==> src/rtl/ft245_pkg.sv <==
// Shared FT245 TX framing definitions: header layout, sync byte and arbiter FSM states.
// The host-side parser decodes headers with the same offsets.
package ft245_pkg;

    localparam logic [7:0] SYNC_WORD_DEF = 8'hA5;

    localparam int HDR_SYNC_LSB = 24;
    localparam int HDR_SEQ_LSB  = 16;
    localparam int HDR_LEN_LSB  = 8;
    localparam int HDR_ID_LSB   = 0;

    typedef enum logic [1:0] {
        ST_IDLE = 2'd0,
        ST_HDR  = 2'd1,
        ST_DATA = 2'd2
    } tx_state_e;

    // Bits [7:4] stay zero; they are reserved for the host parser.
    function automatic logic [31:0] mk_header(input logic [7:0] sync,
                                              input logic [7:0] seq,
                                              input logic [7:0] len,
                                              input logic [3:0] id);
        logic [31:0] hdr;
        hdr = '0;
        hdr[HDR_SYNC_LSB +: 8] = sync;
        hdr[HDR_SEQ_LSB  +: 8] = seq;
        hdr[HDR_LEN_LSB  +: 8] = len;
        hdr[HDR_ID_LSB   +: 4] = id;
        return hdr;
    endfunction

endpackage

==> src/rtl/rr_arbiter.sv <==
// Combinational round-robin picker: first requester at or above the pointer, wrapping at N.
// The pointer itself is owned by the caller.
module rr_arbiter #(
    parameter int N = 4
) (
    input  logic [N-1:0] i_req,
    input  logic [3:0]   i_ptr,
    output logic [N-1:0] o_grant,
    output logic [3:0]   o_idx,
    output logic         o_any
);
    localparam int IW = (N > 1) ? $clog2(N) : 1;

    logic [4:0] w_pos;

    always_comb begin
        o_grant = '0;
        o_idx   = '0;
        o_any   = 1'b0;
        w_pos   = '0;
        for (int off = 0; off < N; off++) begin
            w_pos = {1'b0, i_ptr} + 5'(off);
            if (w_pos >= 5'(N))
                w_pos = w_pos - 5'(N);
            if (!o_any && i_req[w_pos[IW-1:0]]) begin
                o_any                  = 1'b1;
                o_idx                  = w_pos[3:0];
                o_grant[w_pos[IW-1:0]] = 1'b1;
            end
        end
    end

endmodule

==> src/rtl/tx_stream_arbiter.sv <==
// Round-robin sharing of the core_ft245 TX write port: each grant emits one header word
// followed by up to MAX_BURST payload words, stalling on tx_full without loss.
module tx_stream_arbiter
    import ft245_pkg::*;
#(
    parameter int         N_CH      = 4,
    parameter int         MAX_BURST = 64,
    parameter logic [7:0] SYNC_WORD = SYNC_WORD_DEF
) (
    input  logic                  clk_in,
    input  logic                  rst_in,
    input  logic [N_CH-1:0]       ch_valid,
    input  logic [N_CH-1:0][31:0] ch_data,
    input  logic [N_CH-1:0]       ch_last,
    output logic [N_CH-1:0]       ch_ready,
    input  logic                  tx_full,
    output logic                  tx_write,
    output logic [31:0]           tx_data,
    output logic [3:0]            grant_id,
    output logic                  busy
);
    localparam int IW = (N_CH > 1) ? $clog2(N_CH) : 1;

    if (N_CH < 2 || N_CH > 16) begin : g_bad_nch
        $error("tx_stream_arbiter: N_CH must be in 2..16 (grant_id is 4 bits)");
    end
    if (MAX_BURST < 1 || MAX_BURST > 255) begin : g_bad_burst
        $error("tx_stream_arbiter: MAX_BURST must be in 1..255");
    end

    tx_state_e       r_state;
    logic [3:0]      r_ptr;
    logic [7:0]      r_cnt;
    logic [7:0]      r_seq [N_CH];

    logic [N_CH-1:0] w_unused_grant;
    logic [3:0]      w_idx;
    logic            w_any;
    logic [IW-1:0]   w_gidx;
    logic            w_xfer;
    logic            w_end;
    logic [3:0]      w_ptr_nxt;

    rr_arbiter #(.N(N_CH)) u_rr (
        .i_req  (ch_valid),
        .i_ptr  (r_ptr),
        .o_grant(w_unused_grant),
        .o_idx  (w_idx),
        .o_any  (w_any)
    );

    assign w_gidx    = grant_id[IW-1:0];
    assign w_xfer    = (r_state == ST_DATA) && !tx_full && ch_valid[w_gidx];
    assign w_end     = ch_last[w_gidx] || (r_cnt == 8'(MAX_BURST - 1));
    assign w_ptr_nxt = (grant_id == 4'(N_CH - 1)) ? 4'd0 : grant_id + 4'd1;

    // Ready is only offered when the word can go straight into the TX FIFO.
    always_comb begin
        ch_ready = '0;
        if (r_state == ST_DATA && !tx_full)
            ch_ready[w_gidx] = 1'b1;
    end

    always_ff @(posedge clk_in or posedge rst_in) begin
        if (rst_in) begin
            r_state  <= ST_IDLE;
            r_ptr    <= '0;
            r_cnt    <= '0;
            tx_write <= 1'b0;
            tx_data  <= '0;
            grant_id <= '0;
            busy     <= 1'b0;
            for (int i = 0; i < N_CH; i++)
                r_seq[i] <= '0;
        end else begin
            tx_write <= 1'b0;
            case (r_state)
                ST_IDLE: begin
                    if (w_any) begin
                        grant_id <= w_idx;
                        busy     <= 1'b1;
                        r_state  <= ST_HDR;
                    end
                end
                ST_HDR: begin
                    if (!tx_full) begin
                        tx_write <= 1'b1;
                        tx_data  <= mk_header(SYNC_WORD, r_seq[w_gidx], 8'(MAX_BURST), grant_id);
                        r_cnt    <= '0;
                        r_state  <= ST_DATA;
                    end
                end
                ST_DATA: begin
                    if (w_xfer) begin
                        tx_write <= 1'b1;
                        tx_data  <= ch_data[w_gidx];
                        r_cnt    <= r_cnt + 8'd1;
                        if (w_end) begin
                            r_state       <= ST_IDLE;
                            busy          <= 1'b0;
                            r_ptr         <= w_ptr_nxt;
                            r_seq[w_gidx] <= r_seq[w_gidx] + 8'd1;
                        end
                    end
                end
                default: r_state <= ST_IDLE;
            endcase
        end
    end

endmodule
==> config.mk <==
export PLATFORM = sky130hd
export DESIGN_NAME = tx_stream_arbiter
export DESIGN_NICKNAME = d
export VERILOG_FILES = /design/src/rtl/ft245_pkg.sv /design/src/rtl/rr_arbiter.sv /design/src/rtl/tx_stream_arbiter.sv
export SDC_FILE = /design/constraint.sdc
export NUM_CORES = 1
export LEC_CHECK = 0
export ABC_AREA = 1
export CAP_MARGIN = 20
export CORE_UTILIZATION = 51
export CTS_CLUSTER_SIZE = 14
export DETAILED_ROUTE_END_ITERATION = 8
export PLACE_DENSITY = 0.87
export SLEW_MARGIN = 20
export SYNTH_ARGS = -nofsm -noshare
export SYNTH_HDL_FRONTEND = slang
export SYNTH_SLANG_ARGS = --single-unit
export TNS_END_PERCENT = 50
==> constraint.sdc <==
create_clock -name clk_in -period 4.05 [get_ports clk_in]
set_input_delay 0.81 -clock clk_in [delete_from_list [all_inputs] [get_ports clk_in]]
set_output_delay 0.81 -clock clk_in [all_outputs]
set_load 0.1 [all_outputs]
==> results.yml, run 1 <==
status:
  run_status: "finished, final reports clean"
global_routing:
  globalRoute.busiestLayer: "met2"
  grt_max_degree: 59
  grt_pass1_vias: 5744
  groute.usage.overall_pct: 29.88
  global_route.overflow_total: 0
  grt_first_pass_wirelength_um: 27280
  grtUsageMet1_pct: 37.40
  grt.met2_usage_pct: 50.55
  gr-usage-met3_pct: 6.631
  grt_antenna_before_repair: 0
flow_run:
  drv.max_cap_violation_count: 0
pwr:
  cellInternalPower_w: 0.002777
  max-vdd-ir-drop_uv: 707.6
  power.share.sequential_pct: 21.6
  power_leakage_nw: 3.709
  switching_part_of_the_total_pct: 55.44
  p_comb_share_pct: 65.2
  clock_power_share_pct: 13.2
  power_per_cell_area_nw_per_um2: 791.8
  power_switching_w: 0.003454
synthesis:
  post_synth_instance_area_um2: 5758
  synth_xor_xnor_area_share_pct: 1.326
  synth_top_family_by_area: "simple AND/OR/NAND/NOR gates"
  synth_top_area_share_pct: 36.51
  syn_area_per_cell_um2: 7.031
  number_of_distinct_library_cell_variants_in_the_gate_level_netlist_after_synthesis: 39
  ys_seq_elements: 84
  total_number_of_yosys_warnings: 0
  synthSimpleGateAreaFrac_pct: 34.09
  netlist.top_cell.by_area: "sky130_fd_sc_hd__dfrtp_1"
  post_synth_fa_ha_maj_area_fraction_pct: 4.346
  gate_count_of_the_mapped_netlist: 819
  complex_gate_fraction_of_the_synthesized_area_pct: 15.12
  post_syn_nets: 978
  yosys-mux-area-fraction_pct: 0
  area_contributors_post_synth: "sky130_fd_sc_hd__dfrtp_1 (37%), sky130_fd_sc_hd__nand2_1 (17%), sky130_fd_sc_hd__o21ai_0 (7.5%)"
  proportion_of_synthesized_chip_area_in_sequential_cells_pct: 36.51
floorplan:
  die_height_um: 108.3
  floorplan.io_pins: 181
  dieArea_um2: 11720
  coreArea_um2: 10940
  floorplan.initialDensity_pct: 52.65
  die-width_um: 108.3
  row_count: 38
drt:
  drc: 0
  dr.pass1.iters: 5
  vias: 6135
  routed_via_density: 5.448
  detail-route-antenna-nets: 0
  route.final.wire_length_um: 16940
  wire_per_inst_um: 15.05
  detail_route.iter0.violations: 527
worst_setup_path:
  critical_path_depth: 7
  required_time_worst_endpoint_ps: 3240
  rr_worst_depth: 11
  cp-end-kind: "primary output"
  cp_max_fanout: 15
  cp_data_arrival_time_ps: 2270
  worst_path_largest_cell_delay_ps: 570
  crit_path_start_kind: "flip-flop"
  critical_path_class: "reg -> out"
  critical_path_buf_inv_count: 4
  cp_slowest_cell: "sky130_fd_sc_hd__ha_1"
  worst_path_most_repeated_cell: "sky130_fd_sc_hd__inv_1"
  worst_path_dominant_cell_family: "buffers and inverters"
  worstPathCellList: "inv_1 -> ha_1 -> inv_1 -> nor2_2 -> inv_1 -> nor2_1 -> buf_4"
placed_design:
  dp_wirelength_um: 12240
  placedCellCount: 1109
  gp_congestion: 0.9566
  dpl_worst_slack_ps: 1190
  io_buffers: 180
clock_tree:
  clock_latency_ps: 340
  cts_root_buf: "sky130_fd_sc_hd__clkbuf_16"
  cts.path.max_buffers: 2
  post-cts-setup-buffer-count: 0
  cts_sinks: 84
  tritoncts_clock_tree: "built"
  cts_hold_repair.buffers: 0
  cts.clk_slew.worst_paths_ps: 60
  ctsResizeCount: 0
  numCtsBuffers: 9
  clock_tree.htree_level_count: 3
sta:
  timing.final.setup_violations: 0
  tightest_pin_transition_ps: 1023
  hold_viol_final: 0
  max-slew-margin-rel_pct: 31.61
  period_needed_ps: 3080
  post-route-worst-setup-slack_ps: 969.8
  max_freq_mhz: 324.7
  worst_clock_skew_ps: 7.153
  grt_setup_unrepaired: "false"
  timing.setup.tns_ps: 0
  final_worst_hold_slack_ps: 474.8
  fin_crit_sh_pct: 76.05
  maxSlewViolCount: 0
finish:
  flow.area_growth_from_synthesis_pct: 36.66
  drive_gt1_share_pct: 8.418
  finalNetCount: 1140
  number_of_inserted_diodes: 0
  layoutNonFillerInstCount: 1126
  finish.utilization_pct: 71.96
min_path:
  hp-class: "reg -> reg"
  hold-path-cell-count: 2
[registers in the layout, indices dropped and copies added, names as in the netlist]
signal / flops
r_seq: 32
tx_data: 32
r_cnt: 8
grant_id: 4
r_ptr: 4
r_state: 2
busy: 1
tx_write: 1
[cell type report]
type                    count  area (um2)
multi-input cells         633        3161
fillers                   886        3067
flip-flops and latches     84        2103
repair buffers            189        1892
inverters                  64       244.0
clock buffers              11       232.7
well taps                 140       175.2
clock inverters             5       61.31
[power by group through the flow]
stage          Combinational [W]  Clock [W]  Sequential [W]
2_1_floorplan            0.00222          0         0.00224
3_3_place_gp             0.00397          0         0.00134
3_5_place_dp             0.00402          0         0.00135
4_1_cts                  0.00405   0.000822         0.00134
5_1_grt                  0.00444   0.000859         0.00138
6_report                 0.00406   0.000822         0.00135
[tightest hold or removal path: stages (launching register included)]
cell and delay [ps]:
sky130_fd_sc_hd__dfrtp_1 350, sky130_fd_sc_hd__nand2_1 60, sky130_fd_sc_hd__nand2_1 40
[path summary, 6_finish.rpt]
check,from,endpoint,slack (ps)
max,r_state[0]$_DFFE_PP0P_,ch_ready[2],970
min,busy$_DFFE_PP0P_,busy$_DFFE_PP0P_,470
max reg2reg,r_state[0]$_DFFE_PP0P_,r_seq[17]$_DFFE_PP0P_,1400
min reg2reg,busy$_DFFE_PP0P_,busy$_DFFE_PP0P_,470
max in group asynchronous,rst_in,grant_id[2]$_DFFE_PP0P_,2540
min in group asynchronous,rst_in,tx_data[11]$_DFFE_PP0P_,730
[layer usage]
metal	routed length [um]	share of wire (%)
met5	0	0
met4	450	2.7
met3	1252	7.4
met2	8419	50
met1	6820	40
[stage by stage]
step                cell area, um2  power, W
finish                        7869  0.006231
global route                  7869  0.006679
CTS                           7849  0.006217
detailed placement            7555  0.005370
global placement              7555  0.005309
floorplan                     5758  0.004459
[cells by family (layout without fill, tap and decap cells)]
logic type	count (synthesis)	count (layout)
flip-flops	84	84
XOR/XNOR	7	7
AND/OR/NAND/NOR	452	452
AO/OA/AOI/OAI	154	154
adder cells (fa/ha/maj)	20	20
buffers and inverters	102	269
[layout by cell type, fill, tap and decap left out, drive strengths merged, types with 2 or more instances in the layout]
cell type      Yosys  layout
a32o               5       5
clkdlybuf4s50      0     174
o21ai             94      94
clkinvlp           0       3
nand2            281     281
clkbuf             9      11
nor2              97      97
nand3             59      59
ha                20      20
a21oi             19      19
nor3               3       3
and2               4       4
a22o               9       9
o22ai             19      19
dfrtp             84      84
a31oi              2       2
xor2               6       6
inv               64      64
nand4              7       7
buf               29      15
a21boi             2       2
o211ai             2       2
[synth_stat cells (all sizes together)]
library cell  number
buf               29
o21bai             1
a32o               5
and2               4
nand4              7
ha                20
nand3             59
clkbuf             9
nor2              97
xnor2              1
dfrtp             84
a21boi             2
a22o               9
o21a               1
o211ai             2
nand2            281
nand3b             1
o22ai             19
inv               64
a21oi             19
a31oi              2
o21ai             94
xor2               6
nor3               3
No activity file was read; power rests on OpenSTA's default activity.
==> run 2, diff against run 1 <==
--- a/config.mk
+++ b/config.mk
@@ -7,10 +7,10 @@
 export LEC_CHECK = 0
 export ABC_AREA = 1
 export CAP_MARGIN = 20
-export CORE_UTILIZATION = 51
+export CORE_UTILIZATION = 43
 export CTS_CLUSTER_SIZE = 14
 export DETAILED_ROUTE_END_ITERATION = 8
-export PLACE_DENSITY = 0.87
+export PLACE_DENSITY = 0.78
 export SLEW_MARGIN = 20
 export SYNTH_ARGS = -nofsm -noshare
 export SYNTH_HDL_FRONTEND = slang
==> constraint.sdc (replaced) <==
create_clock -name clk_in -period 2.7 [get_ports clk_in]
set_input_delay 0.54 -clock clk_in [delete_from_list [all_inputs] [get_ports clk_in]]
set_output_delay 0.54 -clock clk_in [all_outputs]
set_load 0.1 [all_outputs]
==> results.yml, run 2 (synthesis results as in run 1) <==
status:
  run_status: "finished, final reports clean"
clock_tree:
  cts_sinks: 84
  cts.clk_slew.worst_paths_ps: 60
  clock_tree.htree_level_count: 3
  post-cts-setup-buffer-count: 0
  tritoncts_clock_tree: "built"
  ctsResizeCount: 0
  cts_root_buf: "sky130_fd_sc_hd__clkbuf_16"
  cts_hold_repair.buffers: 0
  numCtsBuffers: 9
  clock_latency_ps: 340
  cts.path.max_buffers: 2
worst_setup_path:
  critical_path_class: "reg -> out"
  cp_data_arrival_time_ps: 1890
  cp_slowest_cell: "sky130_fd_sc_hd__dfrtp_2"
  worstPathCellList: "buf_12 -> ha_1 -> inv_1 -> nor2_4 -> buf_12"
  crit_path_start_kind: "flip-flop"
  worst_path_dominant_cell_family: "buffers and inverters"
  cp_max_fanout: 90
  worst_path_largest_cell_delay_ps: 400
  required_time_worst_endpoint_ps: 2160
  worst_path_most_repeated_cell: "sky130_fd_sc_hd__buf_12"
  cp-end-kind: "primary output"
  critical_path_buf_inv_count: 3
pwr:
  power_switching_w: 0.005205
  power_leakage_nw: 3.796
  power_per_cell_area_nw_per_um2: 1176
  clock_power_share_pct: 12.4
  p_comb_share_pct: 66.2
  power.share.sequential_pct: 21.3
  switching_part_of_the_total_pct: 55.80
  max-vdd-ir-drop_uv: 774.2
  cellInternalPower_w: 0.004123
finish:
  finish.utilization_pct: 61.85
  commonest_non_fill_non_tap_cell_in_the_layout: "sky130_fd_sc_hd__nand2_1"
  finalNetCount: 1145
  layoutNonFillerInstCount: 1162
  largestRegisters: "r_seq (32), tx_data (32), r_cnt (8)"
  drive_gt1_share_pct: 13.13
  flow.area_growth_from_synthesis_pct: 37.77
  number_of_inserted_diodes: 0
  highest_count_cells_in_the_layout_ignoring_fill_and_taps: "sky130_fd_sc_hd__nand2_1 (263), sky130_fd_sc_hd__clkdlybuf4s50_1 (138), sky130_fd_sc_hd__o21ai_0 (86)"
drt:
  detail-route-antenna-nets: 0
  detail_route.iter0.violations: 372
  dr.pass1.iters: 5
  routed_via_density: 5.221
  drc: 0
  wire_per_inst_um: 14.75
  vias: 6067
  route.final.wire_length_um: 17140
floorplan:
  row_count: 41
  die-width_um: 117.7
  dieArea_um2: 13860
  floorplan.io_pins: 181
  coreArea_um2: 12820
  die_height_um: 117.7
  floorplan.initialDensity_pct: 44.90
placed_design:
  io_buffers: 180
  placedCellCount: 1147
  gp_congestion: 0.8751
  dp_wirelength_um: 12460
global_routing:
  groute.usage.overall_pct: 24.77
  grt_first_pass_wirelength_um: 27500
  grt_antenna_before_repair: 0
  grt_pass1_vias: 5716
  grt_max_degree: 91
  global_route.overflow_total: 0
sta:
  fin_crit_sh_pct: 90.16
  grt_setup_unrepaired: "false"
  final_worst_hold_slack_ps: 476.0
  max_freq_mhz: 410.8
  tightest_pin_transition_ps: 441.3
  hold_viol_final: 0
  timing.final.setup_violations: 0
  period_needed_ps: 2434
  maxSlewViolCount: 0
  max-slew-margin-rel_pct: 70.58
  worst_clock_skew_ps: 9.541
min_path:
  hp-class: "reg -> reg"
flow_run:
  drv.max_cap_violation_count: 0
[run 2: cell types whose count changed in the layout (fill, tap and decap cells not counted), sizes merged]
cell | previous run | this run
clkbuf | 11 | 9
inv | 64 | 66
clkdlybuf4s50 | 174 | 138
bufinv | 1 | 0
buf | 15 | 56
[run 2: per-layer routing]
layer  routed length, um  vias up  GRT usage (%)
li1                    -     2988              -
met1                7233     2822          30.50
met2                8633      235          44.04
met3                1060       22          4.990
met4                 215        0          6.010
met5                   0        -              0
[run 2: worst reg2reg max path: cells and delay by family, from the launching register on]
kind | cells | cell delay, ps
AOI/OAI and AO/OA | 1 | 50
buffers and inverters | 3 | 420
and+or+nand+nor | 7 | 790
adders and majority gates | 1 | 380
DFF | 1 | 480
[run 2: worst paths after layout]
path                                    startpoint                      end  slack (ps)  cells after the start
setup / recovery           grant_id[0]$_DFFE_PP0P_              ch_ready[3]         270                      5
hold / removal                r_seq[2]$_DFFE_PP0P_     r_seq[2]$_DFFE_PP0P_         480                      2
setup reg to reg              r_ptr[1]$_DFFE_PP0N_  grant_id[1]$_DFFE_PP0P_         450                     12
hold reg to reg               r_seq[2]$_DFFE_PP0P_     r_seq[2]$_DFFE_PP0P_         480                      2
max in group asynchronous                   rst_in  grant_id[1]$_DFFE_PP0P_        1670                      3
min in group asynchronous                   rst_in   r_state[0]$_DFFE_PP0P_         680                      3
[run 2: cell type report]
type	count	area [um2]
Fill cell	1173	4892
Multi-Input combinational cell	633	3191
Sequential cell	84	2105
Timing Repair Buffer	194	1902
Inverter	64	246.5
Clock buffer	9	225.2
Tap cell	172	215.2
Clock inverter	6	48.80
[run 2: through the flow]
stage	worst slack, ps	cell area, um2	setup TNS (ps)	power (W)
3_3_place_gp	337.6	7659	0	0.008036
4_1_cts	271.7	7933	0	0.009328
2_1_floorplan	-100.8	5792	-211.3	0.006716
3_5_place_dp	348.0	7659	0	0.008139
6_report	265.6	7933	0	0.009328
5_1_grt	207.6	7933	0	0.01002
[run 2: power groups by stage]
stage | logic, W | registers (W) | clock network, W
global placement | 0.00605 | 0.00199 | 0
floorplan | 0.00335 | 0.00336 | 0
CTS | 0.00617 | 0.00199 | 0.00117
global route | 0.00675 | 0.00204 | 0.00123
finish | 0.00618 | 0.00199 | 0.00116
detailed placement | 0.00615 | 0.00199 | 0
==> run 3, diff against run 2 <==
--- a/config.mk
+++ b/config.mk
@@ -11,6 +11,7 @@
 export CTS_CLUSTER_SIZE = 14
 export DETAILED_ROUTE_END_ITERATION = 8
 export PLACE_DENSITY = 0.78
+export RECOVER_POWER = 25
 export SLEW_MARGIN = 20
 export SYNTH_ARGS = -nofsm -noshare
 export SYNTH_HDL_FRONTEND = slang
==> results.yml, run 3 (synthesis results as in run 1) <==
sta:
  worst_clock_skew_ps: 9.577
  tightest_pin_transition_ps: 1133
  fin_crit_sh_pct: 90.18
  grt_setup_unrepaired: "false"
  period_needed_ps: 2435
  final_worst_hold_slack_ps: 475.7
  post-route-worst-setup-slack_ps: 265.1
  maxSlewViolCount: 0
  timing.setup.tns_ps: 0
  max_freq_mhz: 410.7
  hold_viol_final: 0
  max-slew-margin-rel_pct: 24.50
  timing.final.setup_violations: 0
clock_tree:
  cts.path.max_buffers: 2
  clock_latency_ps: 340
  numCtsBuffers: 9
  cts_hold_repair.buffers: 0
  cts_sinks: 84
  tritoncts_clock_tree: "built"
  cts_root_buf: "sky130_fd_sc_hd__clkbuf_16"
  clock_tree.htree_level_count: 3
  cts.clk_slew.worst_paths_ps: 60
  ctsResizeCount: 0
  post-cts-setup-buffer-count: 0
floorplan:
  floorplan.io_pins: 181
  die_height_um: 117.7
  coreArea_um2: 12820
  dieArea_um2: 13860
  die-width_um: 117.7
  floorplan.initialDensity_pct: 44.90
  row_count: 41
worst_setup_path:
  critical_path_class: "reg -> out"
  cp_data_arrival_time_ps: 1890
  crit_path_start_kind: "flip-flop"
  required_time_worst_endpoint_ps: 2160
  reg2reg_slack_ps: 450
  cp-end-kind: "primary output"
  cp_max_fanout: 90
min_path:
  hp-class: "reg -> reg"
finish:
  layout.filler_cells: 1175
  number_of_inserted_diodes: 0
  seq_area_um2: 2105
  area_of_the_multi_input_gates_um2: 3191
  commonest_non_fill_non_tap_cell_in_the_layout: "sky130_fd_sc_hd__nand2_1"
  finish.utilization_pct: 61.76
  largestRegisters: "r_seq (32), tx_data (32), r_cnt (8)"
  highest_count_cells_in_the_layout_ignoring_fill_and_taps: "sky130_fd_sc_hd__nand2_1 (263), sky130_fd_sc_hd__clkdlybuf4s50_1 (137), sky130_fd_sc_hd__o21ai_0 (86)"
  drive_gt1_share_pct: 13.13
  finalNetCount: 1145
  flow.area_growth_from_synthesis_pct: 37.55
global_routing:
  grt_max_degree: 91
  globalRoute.busiestLayer: "met2"
  global_route.overflow_total: 0
  grtUsageMet1_pct: 30.50
  grt_antenna_before_repair: 0
  grt.met2_usage_pct: 44.04
  gr-usage-met3_pct: 4.990
  grt_pass1_vias: 5716
  groute.usage.overall_pct: 24.77
  grt_first_pass_wirelength_um: 27500
drt:
  vias: 6067
  drc: 0
  routed_via_density: 5.221
  dr.pass1.iters: 5
  detail_route.iter0.violations: 372
  wire_per_inst_um: 14.74
  detail-route-antenna-nets: 0
  route.final.wire_length_um: 17130
pwr:
  power_leakage_nw: 3.791
  overall_power_of_the_completed_layout_w: 0.009323
  power_per_cell_area_nw_per_um2: 1177
  max-vdd-ir-drop_uv: 774.2
placed_design:
  dp_wirelength_um: 12460
  gp_congestion: 0.8751
  dpl_worst_slack_ps: 348.0
  io_buffers: 180
flow_run:
  drv.max_cap_violation_count: 0
status:
  run_status: "finished, final reports clean"
-- run 3: critical path, cell delays in order (launching register included) --
cell                      delay, ps
sky130_fd_sc_hd__dfrtp_2        400
sky130_fd_sc_hd__buf_12         290
sky130_fd_sc_hd__ha_1           280
sky130_fd_sc_hd__inv_1          140
sky130_fd_sc_hd__nor2_4         150
sky130_fd_sc_hd__buf_12         180
-- run 3: path summary, 6_finish.rpt --
path                                      endpoint                    start  cells past startpoint
setup / recovery                       ch_ready[3]  grant_id[0]$_DFFE_PP0P_                      5
hold / removal                r_seq[2]$_DFFE_PP0P_     r_seq[2]$_DFFE_PP0P_                      2
setup reg to reg           grant_id[1]$_DFFE_PP0P_     r_ptr[1]$_DFFE_PP0N_                     12
hold reg to reg               r_seq[2]$_DFFE_PP0P_     r_seq[2]$_DFFE_PP0P_                      2
max in group asynchronous  grant_id[1]$_DFFE_PP0P_                   rst_in                      3
min in group asynchronous   tx_data[3]$_DFFE_PP0P_                   rst_in                      3
-- run 3: cell type report --
class | count | share of cell area, %
multi-input cells | 633 | 40.28
repair buffers | 194 | 23.85
inverters | 64 | 3.112
clock inverters | 6 | 0.6161
flip-flops and latches | 84 | 26.57
well taps | 172 | 2.717
clock buffers | 9 | 2.844
-- run 3: stage by stage --
step	area, um2	std cells
finish	7920	1162
detailed placement	7659	1147
CTS	7933	1162
floorplan	5792	819
global placement	7659	1147
global route	7920	1162
-- run 3: per-layer routing --
| metal | vias to the layer above | share of wire (%) |
|---|---|---|
| met5 | - | 0 |
| li1 | 2988 | - |
| met4 | 0 | 1.3 |
| met2 | 237 | 50 |
| met1 | 2820 | 42 |
| met3 | 22 | 6.2 |
-- run 3: power by group --
part           switching (W)  internal, W  leakage (nW)
logic                0.00437      0.00180          2.56
registers           0.000298      0.00169          1.10
clock network       0.000531     0.000629         0.130
